## config.mk

```make
export PLATFORM = sky130hd
export DESIGN_NAME = texture_stream_source
export DESIGN_NICKNAME = d
export VERILOG_FILES = /design/src/rtl/texture_stream_source.sv
export SDC_FILE = /design/constraint.sdc
export NUM_CORES = 1
export LEC_CHECK = 0
export CAP_MARGIN = 0
export CORE_AREA = 8 8 129 251
export CTS_BUF_LIST = sky130_fd_sc_hd__clkbuf_4 sky130_fd_sc_hd__clkbuf_8
export DETAILED_ROUTE_END_ITERATION = 16
export DIE_AREA = 0 0 137 259
export MAX_ROUTING_LAYER = met4
export SYNTH_ARGS = -nofsm -noshare
export SYNTH_HDL_FRONTEND = slang
export SYNTH_SLANG_ARGS = --single-unit
```

## constraint.sdc

```tcl
create_clock -name clk -period 3.5 [get_ports clk]
set_input_delay 1.05 -clock clk [delete_from_list [all_inputs] [get_ports clk]]
set_output_delay 1.05 -clock clk [all_outputs]
set_load 0.02 [all_outputs]
```

## src/rtl/texture_stream_source.sv

```systemverilog
// Texture upload source: fetches a square texture over the memory read port and streams it out
// as AXI-Stream with tlast on the final beat. Macro TEXTURE_STREAM_BYTE_SWAP_EN byte-swaps each pixel.
module texture_stream_source #(
  parameter int unsigned STREAM_WIDTH    = 16,
  parameter int unsigned ADDR_WIDTH      = 32,
  parameter int unsigned FIFO_DEPTH_LOG2 = 2
) (
  input  logic                    clk,
  input  logic                    resetn,
  input  logic [3:0]              mode,
  input  logic                    cmdValid,
  output logic                    cmdReady,
  input  logic [ADDR_WIDTH-1:0]   cmdAddr,
  output logic                    busy,
  output logic                    err,
  output logic                    m_rd_req,
  input  logic                    m_rd_ack,
  output logic [ADDR_WIDTH-1:0]   m_rd_addr,
  input  logic                    m_rd_data_valid,
  input  logic [STREAM_WIDTH-1:0] m_rd_data,
  output logic                    m_axis_tvalid,
  input  logic                    m_axis_tready,
  output logic                    m_axis_tlast,
  output logic [STREAM_WIDTH-1:0] m_axis_tdata
);

  localparam int unsigned CNT_W      = 15;
  localparam int unsigned FIFO_DEPTH = 1 << FIFO_DEPTH_LOG2;
  localparam int unsigned PTR_W      = FIFO_DEPTH_LOG2;
  localparam int unsigned OCC_W      = FIFO_DEPTH_LOG2 + 1;
  localparam int unsigned LANE_SHIFT = $clog2(STREAM_WIDTH / 16);
  localparam int unsigned BYTES      = STREAM_WIDTH / 8;

  typedef enum logic [1:0] {IDLE, ISSUE, DRAIN} state_t;

  state_t                  state;
  logic [CNT_W-1:0]        beat_total;
  logic [CNT_W-1:0]        req_cnt;
  logic [CNT_W-1:0]        load_cnt;
  logic [CNT_W-1:0]        inflight;
  logic [CNT_W-1:0]        inflight_nxt;
  logic [STREAM_WIDTH-1:0] mem [FIFO_DEPTH];
  logic [PTR_W-1:0]        wr_ptr;
  logic [PTR_W-1:0]        rd_ptr;
  logic [OCC_W-1:0]        fifo_occ;
  logic [STREAM_WIDTH-1:0] wr_data;
  logic [CNT_W-1:0]        mode_beats;
  logic                    mode_legal;
  logic                    ack_fire;
  logic                    pop_fire;
  logic                    out_free;
  logic                    push;
  logic                    load_mem;
  logic                    load_byp;
  logic                    store;

  // Beat count per legal mode; pixels shrink by the number of 16-bit lanes per beat
  always_comb begin
    mode_legal = 1'b1;
    mode_beats = '0;
    case (mode)
      4'b0001: mode_beats = CNT_W'(1024 >> LANE_SHIFT);
      4'b0010: mode_beats = CNT_W'(4096 >> LANE_SHIFT);
      4'b0100: mode_beats = CNT_W'(16384 >> LANE_SHIFT);
      default: mode_legal = 1'b0;
    endcase
  end

`ifdef TEXTURE_STREAM_BYTE_SWAP_EN
  // Big-endian texture memory: swap bytes inside every pixel lane
  always_comb begin
    wr_data = '0;
    for (int i = 0; i < int'(STREAM_WIDTH / 16); i++)
      wr_data[16*i +: 16] = {m_rd_data[16*i +: 8], m_rd_data[16*i+8 +: 8]};
  end
`else
  assign wr_data = m_rd_data;
`endif

  // Handshakes; an empty store lets returning data bypass straight into the output register
  always_comb begin
    ack_fire     = m_rd_req && m_rd_ack;
    pop_fire     = m_axis_tvalid && m_axis_tready;
    out_free     = !m_axis_tvalid || m_axis_tready;
    push         = m_rd_data_valid && (state != IDLE);
    load_mem     = out_free && (fifo_occ != '0);
    load_byp     = out_free && (fifo_occ == '0) && push;
    store        = push && !load_byp;
    inflight_nxt = inflight + CNT_W'(ack_fire) - CNT_W'(pop_fire);
  end

  always_ff @(posedge clk) begin
    if (store) mem[wr_ptr] <= wr_data;
  end

  always_ff @(posedge clk) begin
    if (!resetn) begin
      state         <= IDLE;
      cmdReady      <= 1'b0;
      busy          <= 1'b0;
      err           <= 1'b0;
      m_rd_req      <= 1'b0;
      m_rd_addr     <= '0;
      m_axis_tvalid <= 1'b0;
      m_axis_tlast  <= 1'b0;
      m_axis_tdata  <= '0;
      beat_total    <= '0;
      req_cnt       <= '0;
      load_cnt      <= '0;
      inflight      <= '0;
      wr_ptr        <= '0;
      rd_ptr        <= '0;
      fifo_occ      <= '0;
    end else begin
      err      <= 1'b0;
      inflight <= inflight_nxt;
      fifo_occ <= fifo_occ + OCC_W'(store) - OCC_W'(load_mem);
      if (store)    wr_ptr <= wr_ptr + PTR_W'(1);
      if (load_mem) rd_ptr <= rd_ptr + PTR_W'(1);

      // Output register reloads only when empty or being consumed, so stalls hold data/tlast
      if (load_mem || load_byp) begin
        m_axis_tvalid <= 1'b1;
        m_axis_tdata  <= load_mem ? mem[rd_ptr] : wr_data;
        m_axis_tlast  <= (load_cnt == beat_total - CNT_W'(1));
        load_cnt      <= load_cnt + CNT_W'(1);
      end else if (pop_fire) begin
        m_axis_tvalid <= 1'b0;
        m_axis_tlast  <= 1'b0;
      end

      case (state)
        IDLE: begin
          cmdReady <= 1'b1;
          if (cmdReady && cmdValid) begin
            if (mode_legal) begin
              cmdReady   <= 1'b0;
              busy       <= 1'b1;
              m_rd_req   <= 1'b1;
              m_rd_addr  <= cmdAddr;
              beat_total <= mode_beats;
              req_cnt    <= '0;
              load_cnt   <= '0;
              inflight   <= '0;
              state      <= ISSUE;
            end else begin
              err <= 1'b1;
            end
          end
        end
        ISSUE: begin
          if (ack_fire) begin
            m_rd_addr <= m_rd_addr + ADDR_WIDTH'(BYTES);
            req_cnt   <= req_cnt + CNT_W'(1);
          end
          if (ack_fire && (req_cnt == beat_total - CNT_W'(1))) begin
            m_rd_req <= 1'b0;
            state    <= DRAIN;
          end else begin
            m_rd_req <= (inflight_nxt < CNT_W'(FIFO_DEPTH));
          end
        end
        DRAIN: begin
          if (pop_fire && m_axis_tlast) begin
            busy     <= 1'b0;
            cmdReady <= 1'b1;
            state    <= IDLE;
          end
        end
        default: state <= IDLE;
      endcase
    end
  end

endmodule

```

==> summary.md, run 1 <==
| Metric | Value |
|---|---|
| Status | `completed` |
| Period minus WS final | `3.38 ns` |
| Synth Flop Type | `dfxtp_1` |
| EDFF count, synth | `64` |
| Antenna-violating nets left | `0` |
| Total track usage | `12.6%` |
| CTS root buffer | `clkbuf_8` |
| CTS max path bufs | `2` |
| CTS buffer count | `17` |
| Synth Area in XOR/XNOR | `4.57%` |
| Die Y | `259 um` |
| Core Area | `0.0292 mm2` |
| Post-CTS Hold Buffers | `0` |
| Hold Fails Final Rpt | `0` |
| Final setup vio count | `0` |
| Clock transition at path regs | `0.11 ns` |
| # nets final | `1067` |
| Register-to-register setup slack | `0.74 ns` |
| Worst Clk Skew | `0.0174 ns` |
| Largest net degree at the start of global routing | `51` |
| Hold WS | `0.510 ns` |
| Seq/Total Area, Yosys | `48.5%` |
| DRT iter0 DRCs | `328` |
| Cell Area, Synth | `0.00863 mm2` |
| RSZ-0062 raised after global routing | `no` |
| Antenna violations before repair | `3` |
| Max-cap viol count | `0` |
| # rows | `89` |
| Initial Utilization | `29.6%` |
| PwrDens | `664 mW/mm2` |
| CTS tree | `done` |
| Cell count after synthesis | `852` |
| Crit path from | `m_rd_ack` |
| H-tree depth | `4` |
| Max VDD drop | `0.448 mV` |
| Syn nets | `937` |
| Syn-to-layout area delta | `25.5%` |
| Max Slew Vio Count | `0` |
| Skew-Pair Late Insertion Delay | `0.49 ns` |
| Fmax | `296 MHz` |
| WP data arrival | `3.81 ns` |
| Setup TNS Final | `0 ns` |
| LEAKAGE | `4.08 nW` |
| Drt total wl | `20900 um` |
| R2R depth | `14` |
| Worst slew pin tran | `0.836 ns` |
| Setup CP Type | `in -> reg` |
| CP endpoint kind | `flip-flop` |
| Synth Register Bits | `177` |
| Fraction of synthesized area in multiplexers | `6.38%` |
| Final Util | `37.1%` |
| Ys Warns | `0` |
| Min-Delay Endpoint | `m_axis_tdata[12]` |
| Die Area | `0.0355 mm2` |
| TritonRoute pass-1 iters | `4` |
| Clock sinks | `177` |
| Global-route wire length before repair | `35000 um` |
| DR DRC count | `0` |
| Post-synthesis adder-cell area fraction | `4.09%` |
| Slew Limit Headroom | `44.2%` |
| Crit share post-route | `96.5%` |
| Via density | `4.93` |
| Via count | `6718` |
| Crit path launch type | `primary input` |
| Reg2reg end | `m_rd_req` |
| Largest family of logic cells by synthesized area | `simple AND/OR/NAND/NOR gates` |
| DR WL/cell | `15.4 um` |
| Min-Delay Path Class | `reg -> reg` |
| Die span in x | `137 um` |
| Hold path depth | `1` |
| Post-synthesis average cell area | `10.1 um2` |
| Post-synth cell types | `66` |
| Gpl congestion | `0.831` |
| Synth Area in Simple Gates | `17.6%` |
| Most frequent cells in the layout | `dfxtp_1, clkdlybuf4s50_1, nor2_1, edfxtp_1, nand2_1` |
| Worst Path Max Fanout | `3` |
| Grt ovf | `0` |
| Critical path required time | `3.93 ns` |
| Ports | `112` |
| Post-synth ARST share | `0%` |
| Compound-gate portion of the synthesized area | `15.3%` |
| HP Start | `m_axis_tdata[12]` |
| IO buf count | `111` |
| Vias in the first global route | `7092` |
| Most common cell after layout, fill and taps aside | `dfxtp_1` |
| RR Startpoint | `m_rd_req` |
| Detailed placer's ending HPWL | `14700 um` |
| Layout cell share with drive strength beyond 1 | `13.0%` |
==> through the flow <==
step | cells | power [W] | setup WS (ns) | cell area [um2]
global placement | 1326 | 0.00573 | -0.426 | 10400
floorplan | 852 | 0.00461 | 0.0101 | 8650
global route | 1362 | 0.00768 | 0.0128 | 10800
finish | 1362 | 0.00719 | 0.124 | 10800
CTS | 1358 | 0.00728 | 0.0874 | 10800
detailed placement | 1326 | 0.00577 | -0.446 | 10400
==> registers in the layout (all words and copies together) (netlist names), 2 cells and up, named ones only <==
name,count
wr_ptr,2
state,2
beat_total,3
load_cnt,15
rd_ptr,2
mem,64
req_cnt,15
fifo_occ,3
m_axis_tdata,16
inflight,15
m_rd_addr,32
==> cell usage after synthesis (4+ instances only) <==
cell type,count,area share (%)
o21ai_1,4,0.23
dfxtp_1,113,26
o2111ai_1,4,0.41
xnor2_1,17,1.7
and2_1,21,1.5
a22oi_1,4,0.35
nand2b_1,9,0.65
nor4_1,7,0.51
ha_1,25,3.6
edfxtp_1,64,22
nand4_1,12,0.87
mux4_2,16,4.2
o211ai_1,6,0.52
and4_1,8,0.81
o21ai_0,41,2.4
o22ai_1,5,0.36
buf_2,9,0.52
nor2b_1,17,1.2
o221a_2,10,1.3
mux2i_1,19,2.2
a31oi_1,6,0.44
o211a_1,18,2.1
a41oi_1,5,0.51
a21oi_1,52,3.0
nor2_1,95,4.1
and3_1,18,1.3
nand2_1,63,2.7
inv_1,36,1.6
clkbuf_1,31,1.3
xor2_1,28,2.8
a21o_1,4,0.35
nand3_1,23,1.3
or3_1,4,0.29
nor3_1,15,0.87
==> where the power goes <==
part           switching, W  internal, W
registers          0.000181      0.00236
logic               0.00159      0.00159
clock network      0.000861     0.000610
total               0.00263      0.00456
==> area by class of cell <==
class                   count  area (um2)
well taps                 364         455
flip-flops and latches    177        4180
clock buffers              17         234
fillers                  2934       18300
diodes                      3        7.51
inverters                  36         135
multi-input cells         596        4190
repair buffers            154        1440
clock inverters            15         189
==> kinds of logic (layout without fill, tap and decap cells) <==
kind of cell | after synthesis | in the layout
adders and majority gates | 27 | 27
and+or+nand+nor | 305 | 305
xor gates and xnor gates | 45 | 45
buffers and inverters | 79 | 222
DFF | 177 | 177
other | 0 | 3
AOI/OAI and AO/OA | 184 | 184
muxes | 35 | 35
==> worst max-delay path: stages <==
cell and delay (ns):
clkdlybuf4s50_1 0.47, nand2_2 0.07, ha_1 0.27, inv_1 0.04, ha_2 0.16, inv_1 0.07, fa_2 0.20, nand2b_4 0.14
a21oi_4 0.06, buf_4 0.15, o41ai_4 0.37, xor2_1 0.22, nand3_1 0.11, a2111o_1 0.30, o21ai_1 0.11
==> layer usage <==
metal | GRT usage, % | vias up | part of all wire [%]
li1 | - | 3350 | -
met1 | 15.1 | 3191 | 47
met2 | 19.6 | 158 | 46
met3 | 3.99 | 19 | 5.8
met4 | 3.95 | 0 | 1.3
met5 | - | - | 0
==> worst max path at each step <==
stage,depth (start not counted),slack (ns),end
floorplan,13,0.01,m_rd_req
CTS,14,0.09,m_rd_req
global route,15,0.01,m_rd_req
detailed placement,14,-0.45,m_rd_req
finish,15,0.12,m_rd_req
global placement,14,-0.43,m_rd_req
==> timing repair <==
| action | CTS | global route |
|---|---|---|
| gates resized for setup | 0 | 4 |
| buffers inserted | 0 | 1 |
| setup endpoints to repair | 0 | 1 |
Note: power is estimated with default switching activity, not from simulation.
==> run 2, diff against run 1 <==
ABC_CLOCK_PERIOD_IN_PS = 3500   (was not set)
REMOVE_ABC_BUFFERS = 1   (was not set)
==> run 2 against run 1 <==
  * Clock skew decreased by 0.0042 ns
  * Largest cell class unchanged
  * Utilization decreased by 0.14 points
  * Fmax decreased by 0.88%
  * Critical endpoint unchanged
  * Highest routed layer unchanged
  * Setup slack got worse by 0.030 ns
  * Register-to-register slack got worse by 0.08 ns
  * Critical path depth decreased by 1
  * Die area unchanged
  * Clock power decreased by 5%
  * Clock-buffer cell count increased by 1
==> summary.md, run 2 (synthesis results as in run 1) <==
| Metric | Value |
|---|---|
| Status | `completed` |
| Non-filler instance count after layout | `1358` |
| Antenna-violating nets left | `0` |
| Via density | `5.03` |
| Register-to-register setup slack | `0.66 ns` |
| Post-CTS Hold Buffers | `0` |
| Worst Clk Skew | `0.0132 ns` |
| CP endpoint kind | `flip-flop` |
| Switching Share | `36.3%` |
| CTS max path bufs | `2` |
| Max-cap viol count | `0` |
| Worst Path Max Fanout | `2` |
| Worst slew pin tran | `0.815 ns` |
| Via count | `6824` |
| Die Area | `0.0355 mm2` |
| Critical path required time | `3.91 ns` |
| DRT iter0 DRCs | `321` |
| DR WL/cell | `15.3 um` |
| Int Pwr | `0.00458 W` |
| Setup slack after layout | `0.0943 ns` |
| Worst setup endpoint | `m_rd_req` |
| Crit share post-route | `97.3%` |
| Regs by FF count | `mem: 64 flops, m_rd_addr: 32 flops, m_axis_tdata: 16 flops` |
| Max Slew Vio Count | `0` |
| Psw | `0.00261 W` |
| WP data arrival | `3.82 ns` |
| PwrDens | `667 mW/mm2` |
| Final instance area | `0.0108 mm2` |
| Syn-to-layout area delta | `25.1%` |
| Max FFs per register | `64` |
| LEAKAGE | `4.06 nW` |
| TritonRoute pass-1 iters | `5` |
| Setup CP Type | `in -> reg` |
| Gpl congestion | `0.801` |
| Final setup vio count | `0` |
| R2R depth | `13` |
| Slew Limit Headroom | `45.6%` |
| Most frequent cells in the layout | `dfxtp_1, clkdlybuf4s50_1, nor2_1, edfxtp_1, nand2_1` |
| CTS root buffer | `clkbuf_8` |
| Ports | `112` |
| Drt total wl | `20800 um` |
| Number of antenna diodes | `0` |
| Clock transition at path regs | `0.09 ns` |
| CTS buffer count | `17` |
| Period minus WS final | `3.41 ns` |
| Combinational group share of total power | `45.1%` |
| Initial Utilization | `29.6%` |
| Hold Fails Final Rpt | `0` |
| Placed cell count | `1322` |
| DR DRC count | `0` |
| Largest Register | `mem` |
| Area post-placement | `0.0103 mm2` |
| Largest net degree at the start of global routing | `59` |
| Most common cell after layout, fill and taps aside | `dfxtp_1` |
| Pre-CTS setup slack | `-0.557 ns` |
| Sequential share of power | `35.4%` |
| Hold WS | `0.499 ns` |
| IO buf count | `111` |
| Max VDD drop | `0.380 mV` |
| # rows | `89` |
| Detailed placer's ending HPWL | `14500 um` |
| CTS tree | `done` |
| Antenna violations before repair | `0` |
| Fmax | `294 MHz` |
| # nets final | `1066` |
| Clk pwr share | `19.4%` |
| RR Startpoint | `m_rd_req` |
| Die Y | `259 um` |
| Crit path launch type | `primary input` |
| Die span in x | `137 um` |
| Total track usage | `12.3%` |
| Vias in the first global route | `7005` |
| Clock sinks | `177` |
| Min-Delay Path Class | `reg -> reg` |
| Hold path depth | `2` |
| Global-route wire length before repair | `34000 um` |
| Layout cell share with drive strength beyond 1 | `12.9%` |
| Skew-Pair Late Insertion Delay | `0.48 ns` |
| Core Area | `0.0292 mm2` |
| H-tree depth | `4` |
| Grt ovf | `0` |
| Crit path from | `m_rd_ack` |
| Reg2reg end | `m_rd_req` |
## run 2: cell types whose count changed in the layout (fill, tap and decap cells not counted), sizes merged
cell / delta
clkinv: -4
diode: -3
inv: +2
buf: -1
clkbuf: +1
clkinvlp: +1
## run 2: worst max-delay path: stages
cell	delay [ns]
clkdlybuf4s50_1	0.47
nand2_2	0.10
ha_4	0.23
inv_1	0.05
ha_2	0.17
inv_1	0.06
fa_2	0.36
nand2b_4	0.16
a21oi_4	0.16
o2111ai_2	0.14
a21bo_1	0.21
a21o_1	0.18
a2111o_1	0.36
o21ai_1	0.11
## run 2: power by group through the flow
stage | combinational [W] | clock, W | sequential, W
2_1_floorplan | 0.00184 | 0 | 0.00270
3_3_place_gp | 0.00308 | 0 | 0.00260
3_5_place_dp | 0.00314 | 0 | 0.00260
4_1_cts | 0.00319 | 0.00146 | 0.00255
5_1_grt | 0.00356 | 0.00153 | 0.00259
6_report | 0.00325 | 0.00140 | 0.00255
## run 2: worst min-delay path by stage
stage	from	end	slack, ns
detailed placement	m_axis_tdata[2]	m_axis_tdata[2]	0.48
floorplan	req_cnt[1]	req_cnt[1]	0.46
CTS	req_cnt[1]	req_cnt[1]	0.50
global placement	m_axis_tdata[2]	m_axis_tdata[2]	0.48
global route	req_cnt[1]	req_cnt[1]	0.53
finish	req_cnt[1]	req_cnt[1]	0.50
## run 2: final cells by class
class                   instances  area [um2]
multi-input cells             596        4200
inverters                      36         135
well taps                     364         455
clock buffers                  18         241
repair buffers                153        1440
clock inverters                14         143
flip-flops and latches        177        4180
fillers                      2981       18400
## run 2: per-stage QoR
stage / TNS, ns / util, % / total power [W]
final: 0 / 37.0 / 0.00719
after global routing: -0.0111 / 37.0 / 0.00767
after CTS: 0 / 36.8 / 0.00720
after detailed placement: -2.30 / 35.4 / 0.00575
after global placement: -1.92 / 35.4 / 0.00567
after floorplan: -1.56 / - / 0.00454
## run 2: repair_timing
item,CTS,global route
endpoints found under the setup margin,1,1
buffers inserted,0,4
pin swaps,2,5
resized for setup,3,7
## run 2: per-layer routing
layer	part of all wire (%)	up-vias	global-route usage, %
met3	3.8	19	2.95
li1	-	3345	-
met5	0	-	-
met4	1.2	0	4.10
met2	50	165	20.3
met1	45	3295	14.2
